===== config.mk =====
export PLATFORM = sky130hd
export DESIGN_NAME = hc148_event_fifo_flat
export DESIGN_NICKNAME = d
export VERILOG_FILES = /design/src/rtl/hc148_event_fifo_if.sv /design/src/rtl/hc148_event_fifo.sv /design/src/flat_wrapper.sv
export SDC_FILE = /design/constraint.sdc
export NUM_CORES = 1
export LEC_CHECK = 0
export CORE_ASPECT_RATIO = 1.2
export CORE_UTILIZATION = 47
export DETAILED_ROUTE_END_ITERATION = 8
export GPL_TIMING_DRIVEN = 0
export HOLD_SLACK_MARGIN = 0.05
export PLACE_DENSITY = 0.75
export SLEW_MARGIN = 10
export SYNTH_ARGS = -nofsm -noshare
export SYNTH_HDL_FRONTEND = slang
export SYNTH_SLANG_ARGS = --single-unit

===== constraint.sdc =====
create_clock -name clk -period 2.32 [get_ports clk]
set_input_delay 0.348 -clock clk [delete_from_list [all_inputs] [get_ports clk]]
set_output_delay 0.348 -clock clk [all_outputs]
set_load 0.01 [all_outputs]

===== src/rtl/hc148_event_fifo_if.sv =====
// Event FIFO bundle: encoder inputs, valid/ready head port and status.
// master = event FIFO side, slave = encoder/consumer side.
interface hc148_event_fifo_if #(
    parameter int DEPTH = 4
);
    localparam int CW = $clog2(DEPTH) + 1;

    logic          gs_n;
    logic [2:0]    code_n;
    logic          out_valid;
    logic          out_ready;
    logic [2:0]    out_code;
    logic [CW-1:0] count;
    logic          overflow;
    logic          clr_ovf;
    logic [15:0]   out_ts;

    modport master (
        input  gs_n, code_n, out_ready, clr_ovf,
        output out_valid, out_code, count, overflow, out_ts
    );

    modport slave (
        output gs_n, code_n, out_ready, clr_ovf,
        input  out_valid, out_code, count, overflow, out_ts
    );
endinterface


===== src/rtl/hc148_event_fifo.sv =====
// Synchronises/debounces 74HC148 outputs and queues one event per new code.
// Optional HC148_EVT_TIMESTAMP_EN adds a 16-bit push timestamp per entry.
module hc148_event_fifo #(
    parameter int DEPTH         = 4,
    parameter int STABLE_CYCLES = 3
) (
    input  logic                clk,
    input  logic                rst,
    hc148_event_fifo_if.master  bus
);
    localparam int AW = $clog2(DEPTH);
    localparam int CW = AW + 1;
    localparam logic [3:0]    STAB  = 4'(STABLE_CYCLES);
    localparam logic [CW-1:0] FULLN = CW'(DEPTH);

    logic [3:0]    r_sync1;
    logic [3:0]    r_sync2;
    logic [3:0]    r_cand;
    logic [3:0]    r_cnt;
    logic [3:0]    r_acc;
    logic [2:0]    r_mem [DEPTH];
    logic [AW-1:0] r_wptr;
    logic [AW-1:0] r_rptr;
    logic [CW-1:0] r_count;
    logic          r_ovf;

    logic [3:0] w_sample;
    logic       w_accept;
    logic       w_event;
    logic       w_full;
    logic       w_valid;
    logic       w_pop;
    logic       w_push;
    logic       w_drop;

    // Sample word is {active, code}; inactive always reads as 4'h0.
    assign w_sample = r_sync2[3] ? 4'h0 : {1'b1, ~r_sync2[2:0]};
    assign w_accept = (r_cnt == STAB) && (r_cand != r_acc);
    assign w_event  = w_accept && r_cand[3];

    always_ff @(posedge clk) begin
        if (rst) begin
            r_sync1 <= 4'hF;
            r_sync2 <= 4'hF;
            r_cand  <= 4'h0;
            r_cnt   <= 4'h0;
            r_acc   <= 4'h0;
        end else begin
            r_sync1 <= {bus.gs_n, bus.code_n};
            r_sync2 <= r_sync1;
            if (w_sample != r_cand) begin
                r_cand <= w_sample;
                r_cnt  <= 4'h1;
            end else if (r_cnt < STAB) begin
                r_cnt <= r_cnt + 4'h1;
            end
            if (w_accept) begin
                r_acc <= r_cand;
            end
        end
    end

    assign w_full  = (r_count == FULLN);
    assign w_valid = (r_count != '0);
    assign w_pop   = w_valid & bus.out_ready;
    assign w_push  = w_event & (~w_full | w_pop);
    assign w_drop  = w_event & w_full & ~w_pop;

    always_ff @(posedge clk) begin
        if (w_push) begin
            r_mem[r_wptr] <= r_cand[2:0];
        end
    end

    always_ff @(posedge clk) begin
        if (rst) begin
            r_wptr  <= '0;
            r_rptr  <= '0;
            r_count <= '0;
            r_ovf   <= 1'b0;
        end else begin
            if (w_push) begin
                r_wptr <= r_wptr + AW'(1);
            end
            if (w_pop) begin
                r_rptr <= r_rptr + AW'(1);
            end
            case ({w_push, w_pop})
                2'b10:   r_count <= r_count + CW'(1);
                2'b01:   r_count <= r_count - CW'(1);
                default: r_count <= r_count;
            endcase
            // A drop in the same cycle as a clear keeps the flag set.
            if (w_drop) begin
                r_ovf <= 1'b1;
            end else if (bus.clr_ovf) begin
                r_ovf <= 1'b0;
            end
        end
    end

    assign bus.out_valid = w_valid;
    assign bus.out_code  = w_valid ? r_mem[r_rptr] : 3'b000;
    assign bus.count     = r_count;
    assign bus.overflow  = r_ovf;

`ifdef HC148_EVT_TIMESTAMP_EN
    logic [15:0] r_ts;
    logic [15:0] r_ts_mem [DEPTH];

    always_ff @(posedge clk) begin
        if (rst) begin
            r_ts <= 16'h0000;
        end else begin
            r_ts <= r_ts + 16'h0001;
        end
    end

    always_ff @(posedge clk) begin
        if (w_push) begin
            r_ts_mem[r_wptr] <= r_ts;
        end
    end

    assign bus.out_ts = w_valid ? r_ts_mem[r_rptr] : 16'h0000;
`else
    assign bus.out_ts = 16'h0000;
`endif
endmodule


===== src/flat_wrapper.sv =====
// flat-port wrapper written by rule: the top's interface ports become plain ports
module hc148_event_fifo_flat 
#(
    parameter int DEPTH         = 4,
    parameter int STABLE_CYCLES = 3
)
  (clk, rst, bus_gs_n, bus_code_n, bus_out_ready, bus_clr_ovf, bus_out_valid, bus_out_code, bus_count, bus_overflow, bus_out_ts);
  hc148_event_fifo_if #(.DEPTH(DEPTH)) bus_i ();
  input  logic clk;
  input  logic rst;
  input wire logic [$bits(bus_i.gs_n)-1:0] bus_gs_n;
  input wire logic [$bits(bus_i.code_n)-1:0] bus_code_n;
  input wire logic [$bits(bus_i.out_ready)-1:0] bus_out_ready;
  input wire logic [$bits(bus_i.clr_ovf)-1:0] bus_clr_ovf;
  output wire logic [$bits(bus_i.out_valid)-1:0] bus_out_valid;
  output wire logic [$bits(bus_i.out_code)-1:0] bus_out_code;
  output wire logic [$bits(bus_i.count)-1:0] bus_count;
  output wire logic [$bits(bus_i.overflow)-1:0] bus_overflow;
  output wire logic [$bits(bus_i.out_ts)-1:0] bus_out_ts;
  assign bus_i.gs_n = bus_gs_n;
  assign bus_i.code_n = bus_code_n;
  assign bus_i.out_ready = bus_out_ready;
  assign bus_i.clr_ovf = bus_clr_ovf;
  assign bus_out_valid = bus_i.out_valid;
  assign bus_out_code = bus_i.out_code;
  assign bus_count = bus_i.count;
  assign bus_overflow = bus_i.overflow;
  assign bus_out_ts = bus_i.out_ts;
  hc148_event_fifo #(.DEPTH(DEPTH), .STABLE_CYCLES(STABLE_CYCLES)) u_core (.clk(clk), .rst(rst), .bus(bus_i));
endmodule

# Word level (Yosys, flattened, before mapping)

Memory sizes are Yosys's and may differ from the RTL's. A register that Yosys moved wholly into a read port is not among the register bits.
Cells that the tools add are included.

Bits in registers: 28
Memory bits (writable): 12
Input bits: 8
Output and inout bits: 24
Logic and storage cells: 49
Memories kept: 1

$add $sub $neg: 5
Magnitude comparators: 1
Eq/ne operators: 6
Muxes and demuxes: 11
Bitwise gates (word level): 8
Reduce and logical (&&, ||, !) cells: 7

Memory list:

| name         | words | bits a word | read ports | clocked after Yosys merged registers in | write ports | line                   | RTL |
|---|---|---|---|---|---|---|---|
| u_core.r_mem | 4     | 3           | 1          | 1                                       | 1           | hc148_event_fifo.sv:21 | `logic [2:0] r_mem [DEPTH];` |

Operator list:

| kind                                                 | count |
|---|---|
| inequality test 4 bit                                | 2 |
| 2-to-1 mux 1 bit                                     | 6 |
| one-hot mux 3 bit (2 select lines)                   | 1 |
| nonzero test 2 bit                                   | 3 |
| adder 2 x 1 -> 2 bit (second input constant)         | 2 |
| adder 4 x 1 -> 4 bit (second input constant)         | 1 |
| AND 1 bit                                            | 4 |
| equality test 4 x 2 -> 1 bit (second input constant) | 1 |
| < comparator 4 x 2 -> 1 bit (second input constant)  | 1 |
| 2-to-1 mux 2 bit                                     | 2 |
| 2-to-1 mux 4 bit                                     | 1 |
| adder 3 x 1 -> 3 bit (second input constant)         | 1 |
| equality test 3 bit (second input constant)          | 1 |
| 2-to-1 mux 3 bit                                     | 1 |
| inverter 3 bit                                       | 1 |
| nonzero test 3 bit                                   | 1 |
| subtractor 3 x 1 -> 3 bit (second input constant)    | 1 |
| equality test 2 x 1 -> 1 bit (second input constant) | 1 |
| equality test 2 bit (second input constant)          | 1 |
| logical AND 1 bit                                    | 2 |
| inverter 1 bit                                       | 2 |
| OR reduction 2 bit                                   | 1 |
| bitwise OR 1 bit                                     | 1 |

# Depth between registers and ports, before layout

Gate-level depths: netlist (run 1).

Word-level depth: 6
Depth in mapped cells: 11
Mapped depth without buffers: 11

# Least setup slack after synthesis (run 1)

No wires, ideal clock.

Path kind: reg-to-reg
Start: reg u_core.r_cnt[0]
End: reg u_core.r_count[2], in the netlist u_core.bus.count[2]
Library setup time: 0.070 ns
Arrival time: 2.184 ns
Data required time: 2.250 ns
Path slack: 0.066 ns
Stages on the path, launching flop included: 12
Path buffers: 0
Clock period less this slack: 2.254 ns
Path through: dfxtp_1 -> ha_1 -> nor3b_4 -> nand2_4 -> nor3b_4 -> inv_1 -> ha_1 -> inv_1 -> fa_1 -> xor2_1 -> or3_1 -> a21oi_1

Word-level cells in the longest chain between the ends: 6
Elaborated cells on any way between the ends: 8
Classes of those cells: eq/ne: 3; mux: 1; bitwise: 1; reduce/logical: 3

RTL lines:

| what                                                                     | line                   | RTL |
|---|---|---|
| from (decl)                                                              | hc148_event_fifo.sv:19 | `logic [3:0] r_cnt;` |
| from (signal assigned)                                                   | hc148_event_fifo.sv:55 | `r_cnt <= r_cnt + 4'h1;` |
| equality test 4 x 2 -> 1 bit *                                           | hc148_event_fifo.sv:38 | `assign w_accept = (r_cnt == STAB) && (r_cand != r_acc);` |
| logical AND 1 bit *                                                      | hc148_event_fifo.sv:38 |  |
| logical AND 1 bit *                                                      | hc148_event_fifo.sv:39 | `assign w_event = w_accept && r_cand[3];` |
| AND 1 bit *                                                              | hc148_event_fifo.sv:66 | `assign w_push = w_event & (~w_full \| w_pop);` |
| equality test 2 x 1 -> 1 bit or equality test 2 bit (tied branches)      | hc148_event_fifo.sv:88 | `case ({w_push, w_pop})` |
| one-hot mux 3 bit (2 select lines) or nonzero test 2 bit (tied branches) | --                     |  |
| to (signal assigned)                                                     | hc148_event_fifo.sv:89 | `2'b10: r_count <= r_count + CW'(1);` |
| to (signal assigned)                                                     | hc148_event_fifo.sv:90 | `2'b01: r_count <= r_count - CW'(1);` |
| to (signal assigned)                                                     | hc148_event_fifo.sv:91 | `default: r_count <= r_count;` |
| to (decl)                                                                | hc148_event_fifo.sv:24 | `logic [CW-1:0] r_count;` |

Mark *: on every way between the ends. The rest lies on a longest branch, timed or not.
A chain may end at the register's enable or synchronous reset.

# Worst setup path in the final report (run 1)

Start: reg u_core.r_cand[2]
End: reg u_core.r_count[2], in the netlist u_core.bus.count[2]

Word-level cells in the longest chain between the ends: 6
Elaborated cells on any way between the ends: 8
Classes of those cells: eq/ne: 3; mux: 1; bitwise: 1; reduce/logical: 3

RTL lines:

| what                                                                     | line                   | RTL |
|---|---|---|
| from (decl)                                                              | hc148_event_fifo.sv:18 | `logic [3:0] r_cand;` |
| from (signal assigned)                                                   | hc148_event_fifo.sv:52 | `r_cand <= w_sample;` |
| inequality test 4 bit *                                                  | hc148_event_fifo.sv:38 |  |
| logical AND 1 bit *                                                      | hc148_event_fifo.sv:38 |  |
| logical AND 1 bit *                                                      | hc148_event_fifo.sv:39 |  |
| AND 1 bit *                                                              | hc148_event_fifo.sv:66 |  |
| equality test 2 x 1 -> 1 bit or equality test 2 bit (tied branches)      | hc148_event_fifo.sv:88 |  |
| one-hot mux 3 bit (2 select lines) or nonzero test 2 bit (tied branches) | --                     |  |

Marked as above.

==> results of run 1 <==
## metrics by stage
stage / std cells / worst slack (ns)
after global routing: 252 / -0.002696
after floorplan: 175 / 0.06577
final: 252 / 0.1343
after CTS: 252 / 0.002959
after global placement: 241 / -0.3492
after detailed placement: 241 / -0.4623
## cells by family (layout without fill, tap and decap cells)
kind of cell	count (synthesis)	in the layout	share of synthesized area [%]
and+or+nand+nor	52	52	17.98
DFF	42	42	52.32
buffers and inverters	29	54	9.197
AOI/OAI and AO/OA	11	11	3.610
xor gates and xnor gates	9	9	4.291
muxes	9	9	7.220
adders and majority gates	7	7	5.177
other	1	16	0.2042
## Yosys cell counts (2+ instances only)
cell type and instances:
and2_1 8, inv_1 8, xor2_1 5, edfxtp_1 12, nand4_1 2, a31oi_1 2, nand2_1 2, xnor2_1 4
nor2_1 13, mux2i_1 5, a21oi_1 6, or3_1 2, buf_4 16, clkbuf_1 5, nand2b_1 3, nor4b_1 2
ha_1 6, nor3b_4 2, nor3_1 4, dfxtp_1 30, or2_2 8, mux4_2 3
## timing repair
item	CTS	global route
buffers inserted	3	1
pin swaps	2	1
gates resized for setup	6	11
setup endpoints to repair	2	3
## area by class of cell
class | count | area, um^2
fillers | 315 | 1405
plain buffers | 20 | 135.1
inverters | 8 | 30.03
clock buffers | 8 | 111.4
flip-flops and latches | 42 | 977.2
well taps | 52 | 65.06
multi-input cells | 104 | 800.8
repair buffers | 18 | 168.9
## flip-flops by register name, indices dropped and copies added (netlist names), named ones only
signal	flops
u_core.bus.overflow	1
u_core.r_mem	12
u_core.r_acc	4
u_core.r_wptr	2
u_core.bus.count	3
u_core.r_sync1	4
u_core.r_sync2	4
u_core.r_cnt	4
u_core.r_rptr	2
u_core.r_cand	4
## worst max path at each step
stage	from	end	slack [ns]
finish	u_core.r_cand[2]	u_core.bus.count[2]	0.13
global route	u_core.r_cand[2]	u_core.bus.count[2]	-0.003
CTS	u_core.r_cand[2]	u_core.bus.count[2]	0.003
detailed placement	bus_out_ready	u_core.bus.count[2]	-0.46
global placement	bus_out_ready	u_core.bus.count[2]	-0.35
floorplan	u_core.r_cnt[0]	u_core.bus.count[2]	0.07
## power by group through the flow
| stage | combinational (mW) | sequential [mW] | clock, mW |
|---|---|---|---|
| CTS | 0.0975 | 0.771 | 0.564 |
| finish | 0.0985 | 0.768 | 0.544 |
| floorplan | 0.0733 | 0.786 | 0 |
| detailed placement | 0.0955 | 0.788 | 0 |
| global placement | 0.0914 | 0.787 | 0 |
| global route | 0.109 | 0.770 | 0.595 |
## routing by layer
layer,wire length [um],vias to the layer above,track usage [%]
met5,0,-,0
met1,1168,548,17.68
met4,69,0,9.788
met3,145,7,4.630
li1,-,586,-
met2,1672,31,30.56
==> results.yml, run 1 <==
power:
  pwr-share-seq_pct: 54.4
  p_int_mw: 1.120
  power_density_nw_per_um2: 616.7
  clock_power_share_pct: 38.6
  p_sw_share_pct: 20.66
  ir_drop_mv: 0.4707
  finalPower_mw: 1.411
  p_comb_share_pct: 7.0
  p_switching_mw: 0.2916
  p_leak_nw: 0.8865
drt:
  final_antenna_net_count: 0
  vias: 1172
  routedWlPerCell_um: 12.12
  drt-total-wl_um: 3054
  viasPerCell: 4.651
  first_pass_iters: 5
  drc_errors: 0
  drt-initial-drc-count: 15
run:
  maxCapViolations: 0
setup_path:
  cpLargestDelayFamily: "simple AND/OR/NAND/NOR gates"
  crit_path_max_incr_delay_ns: 0.38
  cp_common_cell: "inv_1"
  cp.buffers_inverters: 2
  reg2reg_to: "u_core.bus.count[2]"
  end_kind: "register"
  path_max_fanout: 8
  slowest_stage: "dfxtp_4"
  cp.required_ns: 2.55
  worstReg2RegStart: "u_core.r_cand[2]"
  cp_num_cells: 10
  cp_cell_sequence: "xnor2_2 -> nand4_1 -> nor3b_4 -> inv_1 -> ha_2 -> inv_1 -> fa_1 -> xor2_1 -> or3_1 -> a21oi_2"
  r2r_slack_ns: 0.13
  start_kind: "register"
  path_class: "register to register"
  arrival_ns: 2.41
  r2r_cells: 10
floorplan:
  io_pins: 32
  die_w_um: 59.07
  start_util_pct: 49.73
  fp-row-count: 24
  dieArea_um2: 4163
  die_h_um: 70.48
  core-area_um2: 3694
synthesis:
  synth_cell_types: 34
  yosysSeqAreaShare_pct: 52.32
  syn_area_per_cell_um2: 11.48
  yosys_register_bits: 42
  ys_async_sr_fraction_pct: 0
  yosysWarnings: 0
  synth_top_area_share_pct: 32.70
  synth_ff_type: "dfxtp_1"
  synth_top_cell_by_area: "dfxtp_1"
  synth_edf_count: 12
  syn_area_um2: 1837
  netlist_instances: 160
  synth.area.top_cells: "dfxtp_1, edfxtp_1, buf_4"
global_routing:
  grt_overflow: 0
  grt_pass1_vias: 1203
  grt_max_degree: 14
  antenna_found_initial: 0
  grtUsageTotal_pct: 17.27
  grt_pass1_wl_um: 5285
cells_and_area:
  layout_common_cells: "dfxtp_1, buf_4, conb_1"
  syn2layout_area_growth_pct: 24.59
  fin_util_pct: 61.96
  finalInstanceArea_um2: 2288
  final_common_cell: "dfxtp_1"
  antenna_cells: 0
  num-nets-final: 214
  drive_above_1_share_pct: 27.50
place:
  io_buffer_count: 14
  gp_congestion: 0.7534
  dpl_cell_area_um2: 2098
  hpwl_um: 2302
timing:
  finalHoldViolCount: 0
  fmax_mhz: 457.5
  finalSetupViolCount: 0
  slew_violations: 0
  finalCritPeriodShare_pct: 94.21
  skew_ns: 0.008501
  timing.hold.ws_ns: 0.4125
  fin_crit_ns: 2.186
  tns_ns: 0
clock_network:
  cts-buffers-inserted: 5
  clock_path_buffers: 2
  cts_hold_buf: 0
  cts_tree: "yes"
  ctsRootBufferMaster: "clkbuf_8"
  h-tree-depth: 2
  clkTransAtPathRegs_ns: 0.08
  cts.sinks: 42
  clock_latency_ns: 0.29
worst_hold_path:
  whs_path_depth: 1
  worstHoldStart: "u_core.r_sync1[2]"
  min_to: "u_core.r_sync2[2]"
  hold_class: "register to register"
status:
  outcome: "finished clean"
Power figures use the tool's default switching activity.
==> run 2, diff against run 1 <==
SKIP_LAST_GASP = 1   (was default)
==> results.yml, run 2 (synthesis gave the netlist of run 1 again) <==
status:
  outcome: "finished clean"
cells_and_area:
  fin_util_pct: 61.96
  largest_register: "u_core.r_mem"
  num-nets-final: 214
  final_common_cell: "dfxtp_1"
  antenna_cells: 0
  layout_common_cells: "dfxtp_1, buf_4, conb_1"
  largest_reg_flops: 12
  drive_above_1_share_pct: 27.50
  syn2layout_area_growth_pct: 24.59
  finalInstanceArea_um2: 2288
global_routing:
  grt_pass1_wl_um: 5285
  grt_overflow: 0
  grt_pass1_vias: 1203
  antenna_found_initial: 0
  grtUsageTotal_pct: 17.27
  grt_max_degree: 14
power:
  power_density_nw_per_um2: 616.7
  p_sw_share_pct: 20.66
  ir_drop_mv: 0.4706
  p_comb_share_pct: 7.0
  finalPower_mw: 1.411
  clock_power_share_pct: 38.6
  pwr-share-seq_pct: 54.4
  p_leak_nw: 0.8865
  p_int_mw: 1.120
  p_switching_mw: 0.2916
timing:
  fin_crit_ns: 2.208
  skew_ns: 0.008429
  finalSetupViolCount: 0
  slew_violations: 0
  timing.final.ws_setup_ns: 0.1115
  fmax_mhz: 452.8
  finalCritPeriodShare_pct: 95.19
  tns_ns: 0
  finalHoldViolCount: 0
  rsz0062_at_grt: "true"
drt:
  first_pass_iters: 5
  routedWlPerCell_um: 12.12
  drt-initial-drc-count: 18
  drc_errors: 0
  viasPerCell: 4.647
  vias: 1171
  drt-total-wl_um: 3053
  final_antenna_net_count: 0
clock_network:
  cts_tree: "yes"
  clkTransAtPathRegs_ns: 0.08
  ctsRootBufferMaster: "clkbuf_8"
  h-tree-depth: 2
  cts.sinks: 42
  cts_hold_buf: 0
  cts-buffers-inserted: 5
  clock_latency_ns: 0.29
  clock_path_buffers: 2
setup_path:
  cp.required_ns: 2.55
  path_class: "register to register"
  cp_cell_sequence: "xnor2_2 -> nand4_1 -> nor3b_4 -> inv_1 -> ha_2 -> inv_1 -> fa_1 -> xor2_1 -> or3_1 -> a21oi_2"
  path_max_fanout: 8
  slowest_stage: "dfxtp_4"
  end_kind: "register"
  arrival_ns: 2.44
  cp_common_cell: "inv_1"
  crit_path_max_incr_delay_ns: 0.38
  start_kind: "register"
  r2r_slack_ns: 0.11
floorplan:
  start_util_pct: 49.73
  io_pins: 32
  dieArea_um2: 4163
  fp-row-count: 24
  die_h_um: 70.48
  core-area_um2: 3694
  die_w_um: 59.07
place:
  io_buffer_count: 14
  pre_cts_slack_ns: -0.4623
  hpwl_um: 2302
  dpl_cell_area_um2: 2098
  gp_congestion: 0.7534
worst_hold_path:
  hold_class: "register to register"
run:
  maxCapViolations: 0
## run 2: worst paths after layout
path | start | depth (start not counted) | end
worst min register to register | u_core.r_sync1[2] | 1 | u_core.r_sync2[2]
worst max register to register | u_core.r_cand[2] | 10 | u_core.bus.count[2]
worst min-delay path | u_core.r_sync1[2] | 1 | u_core.r_sync2[2]
worst max-delay path | u_core.r_cand[2] | 10 | u_core.bus.count[2]
## run 2: metrics by stage
step	instances	hold WS [ns]
CTS	252	0.4178
global route	252	0.4313
floorplan	175	0.3895
global placement	241	0.3919
detailed placement	241	0.3996
finish	252	0.4125
## run 2: power by group through the flow
stage | Combinational [mW] | Sequential [mW] | Clock, mW
floorplan | 0.0733 | 0.786 | 0
global placement | 0.0914 | 0.787 | 0
detailed placement | 0.0955 | 0.788 | 0
CTS | 0.0975 | 0.771 | 0.564
global route | 0.109 | 0.770 | 0.595
finish | 0.0985 | 0.768 | 0.544
## run 2: final cells by class
type / instances / area, um^2
multi-input cells: 104 / 800.8
inverters: 8 / 30.03
clock buffers: 8 / 111.4
plain buffers: 20 / 135.1
well taps: 52 / 65.06
repair buffers: 18 / 168.9
fillers: 315 / 1405
flip-flops and latches: 42 / 977.2
## run 2: repair_timing
action	CTS	global route
gates cloned	0	0
hold endpoints to repair	0	0
pin swaps	2	0
buffers inserted	3	1
setup endpoints to repair	2	3
resized for setup	6	11
## run 2: worst max-delay path: cells and delay by family (launching register included)
kind            cells  cell delay, ns
simple gates        3            0.62
fa+ha+maj           2            0.55
flops               1            0.38
xor+xnor            2            0.33
compound gates      1            0.15
buf+inv             2            0.12
## run 2: per-layer routing
metal  up-vias  part of all wire (%)  track usage [%]
met5         -                     0                0
met4         0                   2.3            9.788
met3         7                   4.7            4.630
met2        31                    55            30.56
met1       547                    38            17.68
li1        586                     -                -
